## config.mk

```make
export PLATFORM = sky130hd
export DESIGN_NAME = serial_tx_arbiter
export DESIGN_NICKNAME = d
export VERILOG_FILES = /design/src/rtl/serial_tx_arbiter_pkg.sv /design/src/rtl/serial_tx_arbiter_rr_arbiter.sv /design/src/rtl/serial_tx_arbiter.sv
export SDC_FILE = /design/constraint.sdc
export NUM_CORES = 1
export LEC_CHECK = 0
export CORE_ASPECT_RATIO = 0.9
export CORE_MARGIN = 2
export CORE_UTILIZATION = 25
export DETAILED_ROUTE_END_ITERATION = 12
export PLACE_DENSITY = 0.45
export SLEW_MARGIN = 15
export SYNTH_ARGS = -nofsm -noshare
export SYNTH_HDL_FRONTEND = slang
export SYNTH_SLANG_ARGS = --single-unit
```

## constraint.sdc

```tcl
create_clock -name clk -period 4.85 [get_ports clk]
set_clock_uncertainty 0.15 [all_clocks]
set_input_delay 0.97 -clock clk [delete_from_list [all_inputs] [get_ports clk]]
set_output_delay 0.97 -clock clk [all_outputs]
set_load 0.02 [all_outputs]
```

## src/rtl/serial_tx_arbiter_pkg.sv

```systemverilog
// Shared definitions for the serial transmit arbiter: byte width, parameter
// defaults and the controller state encoding.
package serial_tx_arbiter_pkg;

  localparam int BYTE_W        = 8;
  localparam int NREQ_DEF      = 4;
  localparam int START_TMO_DEF = 4;

  typedef enum logic [1:0] {
    IDLE       = 2'd0,
    LAUNCH     = 2'd1,
    WAIT_START = 2'd2,
    WAIT_DONE  = 2'd3
  } state_t;

endpackage

```

## src/rtl/serial_tx_arbiter_rr_arbiter.sv

```systemverilog
// Stateless round-robin search: the first asserted request after last_grant,
// wrapping modulo NREQ, wins.
module rr_arbiter #(
  parameter int NREQ = 4,
  parameter int IW   = 2
) (
  input  logic [NREQ-1:0] req,
  input  logic [IW-1:0]   last_grant,
  output logic [NREQ-1:0] grant,
  output logic [IW-1:0]   grant_idx,
  output logic            grant_vld
);

  logic [IW-1:0] cand;

  always_comb begin
    grant     = '0;
    grant_idx = '0;
    grant_vld = 1'b0;
    cand      = '0;
    for (int i = 1; i <= NREQ; i++) begin
      cand = IW'((int'(last_grant) + i) % NREQ);
      if (!grant_vld && req[cand]) begin
        grant_vld   = 1'b1;
        grant_idx   = cand;
        grant[cand] = 1'b1;
      end
    end
  end

endmodule

```

## src/rtl/serial_tx_arbiter.sv

```systemverilog
// Shares one serial sender between NREQ byte requesters: round-robin grant,
// one-cycle start strobe, start timeout and completion tracking.
//
// state      | meaning
// IDLE       | waiting for a request while the sender is available
// LAUNCH     | tx_e strobe to the sender, byte already on tx_data
// WAIT_START | waiting for the sender to drop tx_avail, timeout running
// WAIT_DONE  | frame in flight, waiting for tx_avail to return high
module serial_tx_arbiter
  import serial_tx_arbiter_pkg::*;
#(
  parameter int NREQ      = NREQ_DEF,
  parameter int START_TMO = START_TMO_DEF
) (
  input  logic                    clk,
  input  logic                    rst,
  input  logic [NREQ-1:0]         req,
  input  logic [BYTE_W*NREQ-1:0]  data_in,
  output logic [NREQ-1:0]         ack,
  output logic [BYTE_W-1:0]       tx_data,
  output logic                    tx_e,
  input  logic                    tx_avail,
  output logic                    busy,
  output logic [$clog2(NREQ)-1:0] grant_id,
  output logic                    err
);

  localparam int IW = $clog2(NREQ);
  localparam int CW = $clog2(START_TMO + 1);
  localparam logic [CW-1:0] TMO_LAST = CW'(START_TMO - 1);

  state_t          state, state_nxt;
  logic [IW-1:0]   last_grant;
  logic [CW-1:0]   tmo_cnt;
  logic [NREQ-1:0] rr_grant;
  logic [IW-1:0]   rr_idx;
  logic            rr_vld;
  logic            do_grant;

  rr_arbiter #(
    .NREQ (NREQ),
    .IW   (IW)
  ) u_rr (
    .req        (req),
    .last_grant (last_grant),
    .grant      (rr_grant),
    .grant_idx  (rr_idx),
    .grant_vld  (rr_vld)
  );

  // ack is combinational in the grant cycle so it leads tx_e by one cycle
  assign do_grant = (state == IDLE) && tx_avail && rr_vld && !rst;
  assign busy     = (state != IDLE);

  always_comb begin
    state_nxt = state;
    ack       = '0;
    tx_e      = 1'b0;
    err       = 1'b0;
    case (state)
      IDLE: begin
        if (do_grant) begin
          ack       = rr_grant;
          state_nxt = LAUNCH;
        end
      end
      LAUNCH: begin
        tx_e      = 1'b1;
        state_nxt = WAIT_START;
      end
      WAIT_START: begin
        if (!tx_avail) begin
          state_nxt = WAIT_DONE;
        end else if (tmo_cnt == TMO_LAST) begin
          err       = 1'b1;
          state_nxt = IDLE;
        end
      end
      WAIT_DONE: begin
        if (tx_avail) state_nxt = IDLE;
      end
      default: state_nxt = IDLE;
    endcase
  end

  always_ff @(posedge clk) begin
    if (rst) begin
      state      <= IDLE;
      tx_data    <= '0;
      grant_id   <= '0;
      last_grant <= IW'(NREQ - 1);
      tmo_cnt    <= '0;
    end else begin
      state <= state_nxt;
      if (do_grant) begin
        tx_data    <= data_in[rr_idx*BYTE_W +: BYTE_W];
        grant_id   <= rr_idx;
        last_grant <= rr_idx;
      end
      // held at zero outside WAIT_START so every entry starts a fresh count
      if (state == WAIT_START) tmo_cnt <= tmo_cnt + CW'(1);
      else                     tmo_cnt <= '0;
    end
  end

endmodule

```

==> Yosys cells after proc, flatten, opt, wreduce, memory -nomap -nowiden <==
Index checks and enable logic that the tools add are counted.
{ "word_totals": {"reg_bits": 17, "in_bits": 39, "output_inout_bits": 17, "word_cells": 87} }
{ "classes": {"addsub": 5, "n_lt_le_gt_ge": 8, "n_eq_ne": 7, "shift": 1, "mux": 39, "n_bitwise": 4, "reduce_logical": 18} }
{ "ops": {"columns": ["cell", "count"], "rows": [
  ["$shiftx A32 B6 Y8", 1],
  ["$mux W4", 6],
  ["$mux W1", 16],
  ["$mux W2", 8],
  ["$lt A2 B3 Y1 const B", 4],
  ["$or A4 B4 Y4", 3],
  ["$logic_and A1 B1 Y1", 10],
  ["$bmux W1 S2", 4],
  ["$demux W1 S2", 4],
  ["$ge A2 B1 Y1 const B", 4],
  ["$pmux W2 S4", 1],
  ["$add A2 B1 Y2 const B", 2],
  ["$add A2 B2 Y2 const B", 2],
  ["$eq A2 B2 Y1 const B", 2],
  ["$logic_not A1 Y1", 4],
  ["$ne A2 B2 Y1 const B", 2],
  ["$add A3 B1 Y3 const B", 1],
  ["$eq A3 B2 Y1 const B", 1],
  ["$ne A3 B3 Y1 const B", 1],
  ["$reduce_and A3 Y1", 1],
  ["$eq A2 B1 Y1 const B", 1],
  ["$logic_not A2 Y1", 1],
  ["$reduce_bool A2 Y1", 1],
  ["$reduce_or A2 Y1", 1],
  ["$not A1 Y1", 1]
]} }

==> Longest topological paths before layout <==
Gate-level depths: netlist of run 1.
{ "logic_depth": {"depth_word": 17, "ltp_mapped": 12, "mapped_depth_nobuf": 8} }

==> Hierarchy <==
From an unflattened synthesis of run 1, not the netlist that was laid out.
{ "unflattened": {"hier_cells": 157, "hier_area_um2": 1398.8} }
{ "modules_own_cells": {"columns": ["module", "instances", "cells_each", "area_each_um2", "seq_area_each_um2"], "rows": [
  ["serial_tx_arbiter", 1, 89, 873.3, 340.3],
  ["rr_arbiter", 1, 68, 525.5, 0.0]
]} }

==> Worst setup path after synthesis of run 1 <==
Ideal clock, no wire load.
{ "synth_timing": {"path_type": "register to output", "startpoint": "register last_grant[1]", "endpoint": "output ack[0]", "t_arrival_ns": 2.785, "required_time_ns": 3.730, "setup_slack_ns": 0.945, "stages_incl_launch_ff": 13, "path_buffers": 4, "cell_sequence": "dfxtp_1 -> clkbuf_1 -> inv_1 -> ha_1 -> buf_2 -> mux4_2 -> nor2b_1 -> buf_2 -> buf_2 -> a22oi_1 -> nor2_1 -> a221oi_1 -> nor2_1"} }
{ "synth_between": {"elab_chain_len": 17, "elab_cells_between_ends": 53, "classes_between": "4 x add/sub; 8 x order compare; 26 x mux; 3 x bitwise; 12 x reduce/logical"} }
{ "synth_rtl": {"columns": ["element", "line_no", "source"], "rows": [
  ["start, declared", "serial_tx_arbiter.sv:33", "logic [IW-1:0] last_grant;"],
  ["start signal, assigned", "serial_tx_arbiter.sv:91", "last_grant <= IW'(NREQ - 1);"],
  ["start signal, assigned", "serial_tx_arbiter.sv:98", "last_grant <= rr_idx;"],
  ["branches (longest 15 deep; another with $lt A2 B3 Y1)", null, null],
  ["$mux W4 (*)", "serial_tx_arbiter.sv:62", "if (do_grant) begin"],
  ["$mux W4 (*)", "serial_tx_arbiter.sv:60", "case (state)"],
  ["end, declared", "serial_tx_arbiter.sv:19", "output logic [NREQ-1:0] ack,"]
]} }
Every way passes the cells marked *. The select of a mux whose other input is x is not followed.

==> Worst setup path after layout of run 1 <==
{ "layout_timing": {"startpoint": "input req[2]", "endpoint": "output ack[2]"} }
{ "layout_between": {"elab_chain_len": 16, "elab_cells_between_ends": 29, "classes_between": "18 x mux; 3 x bitwise; 8 x reduce/logical"} }
{ "layout_rtl": {"columns": ["element", "line_no", "source"], "rows": [
  ["start, declared", "serial_tx_arbiter.sv:17", "input logic [NREQ-1:0] req,"],
  ["$bmux W1 S2", "serial_tx_arbiter_rr_arbiter.sv:23", "if (!grant_vld && req[cand]) begin"],
  ["$mux W1 (implied by the code)", "serial_tx_arbiter_rr_arbiter.sv:23", null],
  ["$mux W1", "serial_tx_arbiter_rr_arbiter.sv:23", null],
  ["$logic_not A1 Y1", "serial_tx_arbiter_rr_arbiter.sv:23", null],
  ["$logic_and A1 B1 Y1", "serial_tx_arbiter_rr_arbiter.sv:23", null],
  ["$mux W1", "serial_tx_arbiter_rr_arbiter.sv:23", null],
  ["$logic_not A1 Y1", "serial_tx_arbiter_rr_arbiter.sv:23", null],
  ["$logic_and A1 B1 Y1", "serial_tx_arbiter_rr_arbiter.sv:23", null],
  ["$mux W1", "serial_tx_arbiter_rr_arbiter.sv:23", null],
  ["$logic_not A1 Y1", "serial_tx_arbiter_rr_arbiter.sv:23", null],
  ["$logic_and A1 B1 Y1", "serial_tx_arbiter_rr_arbiter.sv:23", null],
  ["$mux W1", "serial_tx_arbiter_rr_arbiter.sv:23", null],
  ["$logic_and A1 B1 Y1 (2 in a row)", "serial_tx_arbiter.sv:52", "assign do_grant = (state == IDLE) && tx_avail && rr_vld && !rst;"],
  ["$mux W4 (*)", "serial_tx_arbiter.sv:62", null],
  ["$mux W4 (*)", "serial_tx_arbiter.sv:60", null]
]} }
Mark *: on every way between the ends. The rest lies on a longest branch, timed or not. The select of a mux whose other input is x is not followed.

==> results of run 1 <==
registers in the layout, summed over array words and instances, names as in the netlist:
register    flops
grant_id        2
tmo_cnt         3
tx_data         8
state           2
last_grant      2
critical path: cells and delay by family:
family / cells / cell delay, ns
mux: 1 / 0.69
simple gates: 2 / 0.58
buf+inv: 2 / 1.14
compound gates: 1 / 0.15
stage by stage:
step	hold WS, ns	setup WS [ns]	cell area (um2)
detailed placement	0.267	0.0771	2270
floorplan	0.247	0.945	1660
CTS	0.277	0.0751	2320
finish	0.277	0.199	2320
global placement	0.258	0.129	2270
global route	0.303	0.0280	2320
synth_stat cells (5+ instances only):
cell / n
a21oi_1: 8
o21ai_0: 8
inv_1: 7
o41ai_1: 8
a211oi_1: 9
buf_2: 5
ha_1: 10
o31ai_1: 6
nand3b_1: 6
and3_1: 7
dfxtp_1: 17
a221oi_1: 5
clkbuf_1: 7
o31a_1: 6
nor2_1: 33
final cells by class:
type                            instances  area (um2)
Timing Repair Buffer                   62         603
Clock inverter                          1        5.00
Clock buffer                            3        41.3
Tap cell                               90         113
Sequential cell                        17         340
Fill cell                             712        4190
Inverter                                7        26.3
Multi-Input combinational cell        159        1190
metal layers:
layer	track usage (%)	part of all wire [%]
met2	21.9	44
met1	18.5	49
met5	0	0
met3	3.99	6.3
met4	0.462	0.12
final timing paths:
kind | startpoint | endpoint | slack, ns | cells after the start
setup / recovery | req[2] | ack[2] | 0.20 | 6
setup reg to reg | last_grant[0]$_SDFFE_PP1N_ | tx_data[1]$_SDFFE_PP0N_ | 1.65 | 10
hold reg to reg | tmo_cnt[0]$_SDFF_PP0_ | tmo_cnt[0]$_SDFF_PP0_ | 0.28 | 1
hold / removal | tmo_cnt[0]$_SDFF_PP0_ | tmo_cnt[0]$_SDFF_PP0_ | 0.28 | 1
cells by family after synthesis:
group,after synthesis,synth area share [%]
adder cells (fa/ha/maj),10,7.54
AO/OA/AOI/OAI,71,33.6
AND/OR/NAND/NOR,69,22.2
flip-flops,17,20.5
multiplexers,9,8.52
buffers and inverters,24,7.62
where the power goes:
part           total, mW  switching [mW]  internal (mW)  leakage (nW)
Clock              0.108          0.0509         0.0570        0.0255
Sequential         0.169          0.0112          0.158         0.140
Combinational      0.342           0.188          0.154         0.701
layout by cell type, fill, tap and decap left out, drive strengths merged, types with 7 or more instances in the layout:
cell           count
inv                7
ha                10
a21oi              8
o41ai              8
nor2              34
o21ai             11
dfxtp             17
clkdlybuf4s50     55
buf                7
a211oi             9
and3               7
==> out/results.tsv, run 1 <==
stage	metric	value	unit
run_status	status	complete, no violations	
sta	hold_viol	0	
clock_tree	cts_buffers	3	
route	vias_per_cell	5.03	
global_route	grt_pass1_vias	1597	
clock_tree	htree_num_levels	1	
run	drv_cap	0	
placed_design	hpwl	3.70	mm
setup_path	cp_slowest_cell	mux4_2	
setup_path	cp.required	3.73	ns
sta	slew_headroom	64.5	%
sta	tns	0	ns
synthesis	syn_nets	249	
floorplanning	die_area	0.00731	mm2
floorplanning	io_pins	56	
placed_design	port_buffers	55	
sta	rsz0062_at_grt	no	
synthesis	syn-instance-count	200	
power	p_per_area	267	mW/mm2
floorplanning	num_rows	28	
sta	setup_violations	0	
route	drtIter0Drc	69	
synthesis	synth-seq-cells	17	
final_layout	drive_above_1_share	11.6	%
clock_tree	cts_resized	0	
synthesis	synth-edff-count	0	
floorplanning	die_y	81.3	um
sta	fin_crit_sh	95.9	%
setup_path	cp.arrival	3.53	ns
clock_tree	postCtsSetupBuffers	0	
floorplanning	core	0.00652	mm2
route	avgRoutedWirePerCell	14.6	um
floorplanning	die_w	89.9	um
sta	post-route-min-period	4.65	ns
synthesis	synth_top_area_share	20.5	%
global_route	grt_pass1_wl	8.01	mm
final_layout	n_antenna_cell	0	
hold_path	holdCritPathClass	flip-flop to flip-flop	
global_route	grt_max_degree	30	
placed_design	place_inst	335	
final_layout	syn2layout_area_growth	40.0	%
floorplanning	initial_core_util	25.5	%
power	p_total	620	uW
route	postRouteAntennaNets	0	
setup_path	cp_cell_sequence	clkdlybuf4s50_1, mux4_2, nor3_1, a221oi_1, nor2_1, clkdlybuf4s50_1	
route	drcViolationCount	0	
clock_tree	clock_sinks	17	
clock_tree	cts_buffer_depth	2	
clock_tree	insertion_delay	0.25	ns
clock_tree	cts_root_buf	clkbuf_8	
synthesis	yosysWarningCount	0	
synthesis	synth_area	0.00166	mm2
sta	clock.fmax	0.215	GHz
power	peakVddDrop	0.111	mV
synthesis	synth.avg_cell_area	8.30	um2
synthesis	synth_top_area_cell	dfxtp_1	
setup_path	cpMostUsedCell	clkdlybuf4s50_1	
synthesis	synth.distinct_cells	50	
final_layout	final_cells	339	
synthesis	async_flop_share	0	%
route	via_count	1704	
setup_path	cp-end-kind	output port	
route	wl	4.94	mm
clock_tree	clkTransAtPathRegs	0.07	ns
setup_path	cpPeakStageDelay	0.69	ns
final_layout	final_nets	299	
synthesis	synthFlopType	dfxtp_1	
power	leakagePower	0.866	nW
placed_design	place_congestion	0.746	
global_route	antenna_found_initial	0	
global_route	track_usage	13.4	%
setup_path	cp_max_fo	12	
synthesis	seq_area_frac_synth	20.5	%
route	firstDrtPassIters	4	
clock_tree	ctsHoldBuffers	0	
synthesis	synth.area.top_cells	dfxtp_1, ha_1, nor2_1	
sta	worst_pin_slew	0.532	ns
sta	drv_slew	0	
final_layout	fin_util	35.7	%
clock_tree	cts_tree	done	
setup_path	crit_type	primary input to output port	
setup_path	critPathLaunchType	primary input	
global_route	grt-ovfl-total	0	
Power figures use the tool's default switching activity.
==> inputs of run 2 (changes only) <==
--- a/config.mk
+++ b/config.mk
@@ -6,7 +6,7 @@
 export NUM_CORES = 1
 export LEC_CHECK = 0
 export CORE_ASPECT_RATIO = 0.9
-export CORE_MARGIN = 2
+export CORE_MARGIN = 10
 export CORE_UTILIZATION = 25
 export DETAILED_ROUTE_END_ITERATION = 12
 export PLACE_DENSITY = 0.45
==> run 2 against run 1 <==
Cell count fell by 0.29%. Die area rose by 41%. Design area is 0.16% lower. Setup slack gained 0.033 ns. Flip-flop and latch count stayed put. Register-to-register slack is essentially flat. First-iteration DRC count down 20%. Combinational power barely moved. Via count decreased by 0.41%. Hold slack improved by 0.0091 ns. Clock power is essentially flat.
==> out/results.tsv, run 2 (synthesis gave the netlist of run 1 again) <==
stage	metric	value	unit
run_status	status	complete, no violations	
final_layout	drive_above_1_share	11.3	%
final_layout	largest_register_ffs	8	
placed_design	dp_slack	0.166	ns
final_layout	mostFrequentLayoutCells	clkdlybuf4s50_1, nor2_1, dfxtp_1	
route	vias_per_cell	5.02	
setup_path	cp-end-kind	output port	
setup_path	worstReg2RegStart	last_grant[0]$_SDFFE_PP1N_	
sta	fin_crit_sh	95.2	%
sta	post-route-min-period	4.62	ns
clock_tree	postCtsSetupBuffers	0	
floorplanning	num_rows	28	
global_route	antenna_found_initial	0	
sta	rsz0062_at_grt	no	
power	switching_power	247	uW
floorplanning	core	0.00652	mm2
power	p_per_area	266	mW/mm2
route	via_count	1697	
final_layout	final_area	0.00232	mm2
global_route	grt_pass1_vias	1758	
global_route	grt-ovfl-total	0	
floorplanning	initial_core_util	25.5	%
route	firstDrtPassIters	4	
final_layout	fin_util	35.6	%
final_layout	syn2layout_area_growth	39.8	%
setup_path	critPathLaunchType	primary input	
setup_path	reg2reg_to	tx_data[1]$_SDFFE_PP0N_	
sta	hold_viol	0	
power	p_seq_share	27.3	%
clock_tree	clkTransAtPathRegs	0.06	ns
clock_tree	insertion_delay	0.25	ns
route	wl	5.23	mm
power	power.internal	369	uW
sta	hold_slack	0.287	ns
final_layout	n_antenna_cell	0	
setup_path	crit_end	ack[3]	
global_route	grt_max_degree	30	
clock_tree	htree_num_levels	1	
sta	clock.fmax	0.217	GHz
placed_design	placedInstanceArea	0.00227	mm2
setup_path	crit_type	primary input to output port	
route	drcViolationCount	0	
global_route	track_usage	10.2	%
clock_tree	cts_root_buf	clkbuf_8	
route	drtIter0Drc	55	
hold_path	holdCritPathClass	flip-flop to flip-flop	
setup_path	worstRegToRegCells	9	
final_layout	largestRegisters	tx_data (8), tmo_cnt (3)	
sta	tns	0	ns
global_route	grt_pass1_wl	8.89	mm
power	peakVddDrop	0.0966	mV
final_layout	final_nets	298	
sta	setup_ws	0.232	ns
sta	setup_violations	0	
sta	worst_pin_slew	0.539	ns
final_layout	top_register	tx_data	
power	switching_share	40.1	%
route	postRouteAntennaNets	0	
power	pwr-share-clk	17.1	%
clock_tree	clock_sinks	17	
setup_path	cp_max_fo	12	
floorplanning	io_pins	56	
clock_tree	cts_buffers	3	
clock_tree	cts_buffer_depth	2	
power	leakagePower	0.859	nW
power	comb_power_share	55.6	%
setup_path	r2r_setup_slack	1.65	ns
placed_design	place_congestion	0.770	
power	p_total	616	uW
placed_design	place_inst	334	
setup_path	cp.arrival	3.50	ns
floorplanning	die_y	97.3	um
final_layout	final_cells	338	
placed_design	hpwl	4.07	mm
floorplanning	die_w	106	um
final_layout	final_common_cell	clkdlybuf4s50_1	
sta	drv_slew	0	
sta	slew_headroom	64.1	%
route	avgRoutedWirePerCell	15.5	um
setup_path	startpoint	req[2]	
run	drv_cap	0	
placed_design	port_buffers	55	
clock_tree	cts_tree	done	
setup_path	cp.required	3.73	ns
floorplanning	die_area	0.0103	mm2
run 2: power groups by stage:
stage | clock [mW] | combinational (mW) | sequential (mW)
after global placement | 0 | 0.349 | 0.171
after floorplan | 0 | 0.212 | 0.190
after CTS | 0.109 | 0.347 | 0.168
final | 0.105 | 0.343 | 0.168
after global routing | 0.116 | 0.379 | 0.171
after detailed placement | 0 | 0.346 | 0.171
run 2: cell type report:
| cell class | count | area, um2 |
|---|---|---|
| Clock buffer | 4 | 45.0 |
| Fill cell | 706 | 4200 |
| Inverter | 7 | 26.3 |
| Multi-Input combinational cell | 159 | 1200 |
| Sequential cell | 17 | 340 |
| Tap cell | 90 | 113 |
| Timing Repair Buffer | 61 | 596 |
run 2: worst min-delay path by stage:
stage	startpoint	endpoint	slack, ns	cells past startpoint
6_report	tmo_cnt[0]$_SDFF_PP0_	tmo_cnt[0]$_SDFF_PP0_	0.29	1
2_1_floorplan	tmo_cnt[0]$_SDFF_PP0_	tmo_cnt[0]$_SDFF_PP0_	0.25	1
3_3_place_gp	tmo_cnt[0]$_SDFF_PP0_	tmo_cnt[0]$_SDFF_PP0_	0.26	1
4_1_cts	tmo_cnt[0]$_SDFF_PP0_	tmo_cnt[0]$_SDFF_PP0_	0.29	1
5_1_grt	tmo_cnt[0]$_SDFF_PP0_	tmo_cnt[0]$_SDFF_PP0_	0.30	1
3_5_place_dp	tmo_cnt[0]$_SDFF_PP0_	tmo_cnt[0]$_SDFF_PP0_	0.28	1
run 2: layer usage:
metal / GRT usage (%) / vias to the layer above / routed length, um
li1: - / 855 / -
met1: 13.2 / 785 / 2480
met2: 15.5 / 53 / 2310
met3: 4.58 / 4 / 416
met4: 1.25 / 0 / 18
met5: 0 / - / 0
run 2: critical path, stage by stage:
cell	delay [ns]
clkdlybuf4s50_1	0.55
mux4_2	0.69
nor2b_2	0.29
a22oi_1	0.10
nor2_1	0.12
a221oi_1	0.07
nor2_1	0.10
clkdlybuf4s50_1	0.61
run 2: what timing repair did:
item,in CTS,in global routing
resized for setup,0,2
setup endpoints to repair,0,4
hold buffers,0,0
